===== src/rtl/dsadc_pkg.sv =====
// Shared types for the dual-slope ADC sequencer: FSM state encoding and BCD digit type.
package dsadc_pkg;

    typedef enum logic [2:0] {
        IDLE        = 3'd0,
        AUTOZERO    = 3'd1,
        INTEGRATE   = 3'd2,
        DEINTEGRATE = 3'd3,
        LATCH       = 3'd4
    } state_t;

    typedef logic [3:0] bcd_digit_t;

    localparam bcd_digit_t BCD_MAX = 4'd9;

endpackage


===== src/rtl/bcd_counter.sv =====
// NDIG-digit cascaded BCD counter with synchronous clear and count enable.
// all_nines flags the terminal count so the caller can use it as the carry-out.
module bcd_counter
    import dsadc_pkg::*;
#(
    parameter int NDIG = 3
) (
    input  logic              clk,
    input  logic              reset,
    input  logic              clr,
    input  logic              en,
    output logic [4*NDIG-1:0] count,
    output logic              all_nines
);

    logic [4*NDIG-1:0] next_count;
    logic              carry;

    // Ripple the increment upward: a digit advances only when every lower digit was 9.
    always_comb begin
        next_count = count;
        all_nines  = 1'b1;
        carry      = en;
        for (int d = 0; d < NDIG; d++) begin
            if (count[4*d +: 4] != BCD_MAX) begin
                all_nines = 1'b0;
            end
            if (carry) begin
                if (count[4*d +: 4] == BCD_MAX) begin
                    next_count[4*d +: 4] = 4'd0;
                end else begin
                    next_count[4*d +: 4] = count[4*d +: 4] + 4'd1;
                    carry                = 1'b0;
                end
            end
        end
    end

    always_ff @(posedge clk or posedge reset) begin
        if (reset) begin
            count <= '0;
        end else if (clr) begin
            count <= '0;
        end else begin
            count <= next_count;
        end
    end

endmodule


===== src/rtl/dual_slope_sequencer.sv =====
// Dual-slope integrating ADC sequencer: auto-zero, fixed integrate, de-integrate, latch.
// Optional DSADC_HOLD_EN adds a hold input that freezes the displayed result.
module dual_slope_sequencer
    import dsadc_pkg::*;
#(
    parameter int NDIG        = 3,
    parameter int T_AZ        = 100,
    parameter int SYNC_STAGES = 2
) (
    input  logic              clk,
    input  logic              reset,
    input  logic              start,
    input  logic              cont_mode,
    input  logic              cmp_zero,
    input  logic              polarity,
`ifdef DSADC_HOLD_EN
    input  logic              hold,
`endif
    output logic              sw_az,
    output logic              sw_vin,
    output logic              sw_vref,
    output logic              busy,
    output logic              done,
    output logic [4*NDIG-1:0] result_bcd,
    output logic              result_neg,
    output logic              overrange
);

    localparam int AZ_W = (T_AZ > 1) ? $clog2(T_AZ) : 1;

    state_t            state;
    state_t            next_state;
    logic              start_d;
    logic              start_rise;
    logic [SYNC_STAGES-1:0] zero_sync;
    logic [SYNC_STAGES-1:0] pol_sync;
    logic              cmp_sync;
    logic              pol_synced;
    logic [AZ_W-1:0]   az_cnt;
    logic              az_last;
    logic              cnt_clr;
    logic              cnt_en;
    logic              ovr_hit;
    logic              all_nines;
    logic [4*NDIG-1:0] count;
    logic              pol_q;
    logic              result_upd;

`ifdef DSADC_HOLD_EN
    assign result_upd = !hold;
`else
    assign result_upd = 1'b1;
`endif

    assign start_rise = start && !start_d;
    assign cmp_sync   = zero_sync[SYNC_STAGES-1];
    assign pol_synced = pol_sync[SYNC_STAGES-1];
    assign az_last    = (az_cnt == AZ_W'(T_AZ - 1));

    // Comparator outputs are asynchronous to clk; the added latency shows up as count overshoot.
    always_ff @(posedge clk or posedge reset) begin
        if (reset) begin
            zero_sync <= '0;
            pol_sync  <= '0;
            start_d   <= 1'b0;
        end else begin
            zero_sync <= {zero_sync[SYNC_STAGES-2:0], cmp_zero};
            pol_sync  <= {pol_sync[SYNC_STAGES-2:0], polarity};
            start_d   <= start;
        end
    end

    always_ff @(posedge clk or posedge reset) begin
        if (reset) begin
            az_cnt <= '0;
        end else if (state == AUTOZERO) begin
            az_cnt <= az_cnt + AZ_W'(1);
        end else begin
            az_cnt <= '0;
        end
    end

    bcd_counter #(
        .NDIG (NDIG)
    ) u_counter (
        .clk       (clk),
        .reset     (reset),
        .clr       (cnt_clr),
        .en        (cnt_en),
        .count     (count),
        .all_nines (all_nines)
    );

    // The counter's terminal count ends integrate; in de-integrate the zero crossing wins over it.
    always_comb begin
        next_state = state;
        cnt_clr    = 1'b0;
        cnt_en     = 1'b0;
        ovr_hit    = 1'b0;
        case (state)
            IDLE: begin
                if (start_rise || cont_mode) begin
                    next_state = AUTOZERO;
                    cnt_clr    = 1'b1;
                end
            end
            AUTOZERO: begin
                if (az_last) begin
                    next_state = INTEGRATE;
                end
            end
            INTEGRATE: begin
                cnt_en = 1'b1;
                if (all_nines) begin
                    next_state = DEINTEGRATE;
                end
            end
            DEINTEGRATE: begin
                if (cmp_sync) begin
                    next_state = LATCH;
                end else if (all_nines) begin
                    next_state = LATCH;
                    ovr_hit    = 1'b1;
                end else begin
                    cnt_en = 1'b1;
                end
            end
            LATCH: begin
                if (cont_mode) begin
                    next_state = AUTOZERO;
                    cnt_clr    = 1'b1;
                end else begin
                    next_state = IDLE;
                end
            end
            default: begin
                next_state = IDLE;
            end
        endcase
    end

    // Switches, busy and done are registered from next_state so they line up with the state.
    always_ff @(posedge clk or posedge reset) begin
        if (reset) begin
            state   <= IDLE;
            sw_az   <= 1'b1;
            sw_vin  <= 1'b0;
            sw_vref <= 1'b0;
            busy    <= 1'b0;
            done    <= 1'b0;
            pol_q   <= 1'b0;
        end else begin
            state   <= next_state;
            sw_az   <= (next_state == IDLE) || (next_state == AUTOZERO) || (next_state == LATCH);
            sw_vin  <= (next_state == INTEGRATE);
            sw_vref <= (next_state == DEINTEGRATE);
            busy    <= (next_state != IDLE);
            done    <= (next_state == LATCH);
            if (state == INTEGRATE && all_nines) begin
                pol_q <= pol_synced;
            end
        end
    end

    always_ff @(posedge clk or posedge reset) begin
        if (reset) begin
            result_bcd <= '0;
            result_neg <= 1'b0;
            overrange  <= 1'b0;
        end else if (state == DEINTEGRATE && next_state == LATCH && result_upd) begin
            result_bcd <= count;
            result_neg <= pol_q;
            overrange  <= ovr_hit;
        end
    end

endmodule


===== config.mk =====
export PLATFORM = sky130hd
export DESIGN_NAME = dual_slope_sequencer
export DESIGN_NICKNAME = d
export VERILOG_FILES = /design/src/rtl/dsadc_pkg.sv /design/src/rtl/bcd_counter.sv /design/src/rtl/dual_slope_sequencer.sv
export SDC_FILE = /design/constraint.sdc
export NUM_CORES = 1
export LEC_CHECK = 0
export CORE_MARGIN = 2
export CORE_UTILIZATION = 50
export CTS_CLUSTER_DIAMETER = 100
export DETAILED_ROUTE_END_ITERATION = 10
export PLACE_DENSITY = 0.79
export SYNTH_ARGS = -nofsm -noshare
export SYNTH_HDL_FRONTEND = slang
export SYNTH_HIERARCHICAL = 1
export SYNTH_SLANG_ARGS = --single-unit
export TNS_END_PERCENT = 50

===== constraint.sdc =====
create_clock -name clk -period 3.2 [get_ports clk]
set_input_delay 0.48 -clock clk [delete_from_list [all_inputs] [get_ports clk]]
set_output_delay 0.48 -clock clk [all_outputs]
set_load 0.005 [all_outputs]

==> flow_summary.ini <==
[outcome]
status = finished, final reports clean

[yosys]
synthTopCellsByCount = 46 x dfrtp_1, 13 x a21oi_1, 11 x nand2_1
ys_seq_area_frac = 0.549
synth-edff-count = 0
syn_nets = 193
post-synth-top-count-cell = dfrtp_1
ys_types = 44
synth-simple-area-share = 0.171
synth_compound_area_frac = 0.103
async_reset_ff_frac = 1.00
synth.largest_area_cell = dfrtp_1
muxShareOfSynthArea = 0.0892
ys_ff_latch = 47
synth_xor_area_frac = 0.0122
synthAdderAreaFrac = 0.0408
synthCells = 180
yosys_warnings = 6
syn_area_um2 = 2150
synth-main-ff-cell = dfrtp_1
synth_top_family_by_area = simple AND/OR/NAND/NOR gates
synth_top_area_frac = 0.536
synthTopCellsByArea = dfrtp_1 54%, mux2_4 6.3%, ha_1 4.1%, a21oi_1 3.0%, mux2_2 2.6%
synth.avg_cell_area_um2 = 11.9

[timing]
finalCritPeriodShare = 0.913
slew_headroom = 0.530
tightestPinTransition_ns = 0.699
drv_slew = 0
hold_viol_final = 0
fin_crit_ns = 2.92
setup_ws_ns = 0.278
fmax_mhz = 342
finalSetupViolCount = 0
finClkSkew_ns = 0.0107
grt_setup_unrepaired = no
whs_ns = 0.352
setup_tns_ns = 0

[cts]
path_clk_slew_ns = 0.09
cts.path.max_buffers = 2
cts_sinks = 47
cts_setup_buffers = 0
numCtsBuffers = 5
cts_tree = yes
hold_buffers = 0
post_cts_resize_count = 0
clkLatencyLatePin_ns = 0.30
clockRootBuffer = clkbuf_8
htree_levels = 2

[grt]
grt_max_degree = 36
grt_antenna_before_repair = 0
grt_pass1_vias = 1451
grt_overflow = 0
grt_pass1_wl_um = 6650
grtUsageTotal = 0.171

[place]
place.gp.congestion = 0.773
dpl.hpwl_um = 2730
portBuffers = 24
preCtsSetupSlack_ns = 0.319

[worst_setup_path]
crit_type = reg2reg
worstSetupStartpointType = register
cp.arrival_ns = 3.14
crit_fanout = 12
worst_path_max_delay_cell = or4_1
worstPathRequired_ns = 3.42
max_stage_delay_ns = 0.62
cp-end-kind = register
worstSetupStartpoint = u_counter/count[4]$_DFFE_PP0P_
worstPathCellList = ha_1 -> nand3b_1 -> nor3_1 -> o21ai_0 -> nand2_1 -> inv_1 -> nand4b_1 -> or4_1 -> a31oi_1
worstReg2RegStart = u_counter/count[4]$_DFFE_PP0P_

[power]
power.density_nw_per_um2 = 540
p_int_uw = 1040
leakage_uw = 0.00112
ir_drop_uv = 246
p_sw_uw = 338
pwr-share-seq = 0.527
sw_frac_of_total = 0.246
pwr-share-comb = 0.109
clkPwrFrac = 0.364

[die]
pin_count = 25
dieArea_um2 = 4830
initial_core_util = 0.529
core_area_um2 = 4060
row_count = 23
fp.dieW_um = 69.5
chipHeight_um = 69.5

[cells_and_area]
fillers = 320
antenna_cells = 0
drive_gt1_frac = 0.135
fin_nets = 220
syn2layout_area_growth_pct = 18.7

[routing]
first_iter_violations = 67
vias = 1447
wl_per_cell_um = 15.2
wirelength_um = 3910
final_antenna_net_count = 0
vias_per_cell = 5.61
drc = 0
drtPass1Iterations = 4

[job]
maxCapViolCount = 0

[min_path]
worstHoldStart = pol_sync[0]$_DFF_PP0_
worstHoldPathType = reg2reg
==> path summary, 6_finish.rpt <==
kind / end / slack (ns) / cells past startpoint
min: pol_sync[1]$_DFF_PP0_ / 0.35 / 0
max in group asynchronous: sw_az$_DFF_PP1_ / 2.26 / 3
min reg2reg: pol_sync[1]$_DFF_PP0_ / 0.35 / 0
min in group asynchronous: u_counter/count[7]$_DFFE_PP0P_ / 0.53 / 2
max: u_counter/count[7]$_DFFE_PP0P_ / 0.28 / 9
max reg2reg: u_counter/count[7]$_DFFE_PP0P_ / 0.28 / 9
==> stage by stage <==
step	instances	instance area, um2	util	total power, uW
after floorplan	180	2150	-	836
after global placement	250	2410	0.595	879
after detailed placement	250	2410	0.595	888
after CTS	258	2550	0.628	1390
after global routing	258	2550	0.628	1450
final	258	2550	0.628	1380
==> layer usage <==
layer | wire length, um | global-route usage | vias to the layer above | part of all wire
met3 | 104 | 0.0494 | 6 | 0.027
li1 | - | - | 695 | -
met5 | 0 | 0 | - | 0
met2 | 1940 | 0.281 | 24 | 0.50
met4 | 38 | 0.0501 | 0 | 0.0097
met1 | 1820 | 0.221 | 722 | 0.47
==> state kept, by name, summed over array words and instances, names as in the netlist, 2 cells and up <==
| signal | cells |
|---|---|
| result_bcd | 12 |
| pol_sync | 2 |
| zero_sync | 2 |
| az_cnt | 7 |
| u_counter/count | 12 |
| state | 3 |
==> layout by cell type (no fill, tap or decap), types with 2 or more instances in the layout <==
cell type	netlist	layout
nor2_1	8	8
o21ai_0	9	9
nand2_1	11	11
mux2_4	9	9
nand4b_1	3	3
a31oi_1	3	3
and2_1	2	2
and4b_1	2	2
a211oi_1	2	2
nand3b_1	5	5
clkdlybuf4s50_1	0	24
clkbuf_8	0	5
or3_1	6	6
bufinv_16	0	2
nand4_1	3	3
xor2_1	2	2
nand2b_1	4	4
mux2_2	5	5
inv_1	9	9
ha_1	7	7
nand3_1	6	6
a21oi_1	13	13
dfrtp_1	46	46
==> logic make-up after synthesis <==
family	count (synthesis)
AND/OR/NAND/NOR	60
multiplexers	14
flip-flops	47
AO/OA/AOI/OAI	35
adder cells (fa/ha/maj)	7
XOR/XNOR	3
buffers and inverters	14
==> power by group through the flow <==
stage / Sequential (uW) / Clock (uW) / Combinational (uW)
after floorplan: 716 / 0 / 120
after global placement: 734 / 0 / 145
after detailed placement: 737 / 0 / 151
after CTS: 725 / 514 / 153
after global routing: 737 / 538 / 175
final: 725 / 501 / 150
==> final cells by class <==
class | count | area [um2] | area share
clock buffer | 6 | 72.6 | 0.0285
clock inverter | 2 | 60.1 | 0.0236
inverter | 9 | 33.8 | 0.0133
multi-input combinational | 119 | 893 | 0.351
sequential | 47 | 1180 | 0.462
tap | 50 | 62.6 | 0.0246
timing repair buffer | 25 | 248 | 0.0972
==> worst max-delay path: cells and delay by family (launching register included) <==
family                   cells  cell delay [ns]
AND/OR/NAND/NOR              5             1.57
AO/OA/AOI/OAI                2             0.38
flip-flops                   1             0.45
adder cells (fa/ha/maj)      1             0.25
buffers and inverters        1             0.21
(Power assumes the default switching activity.)
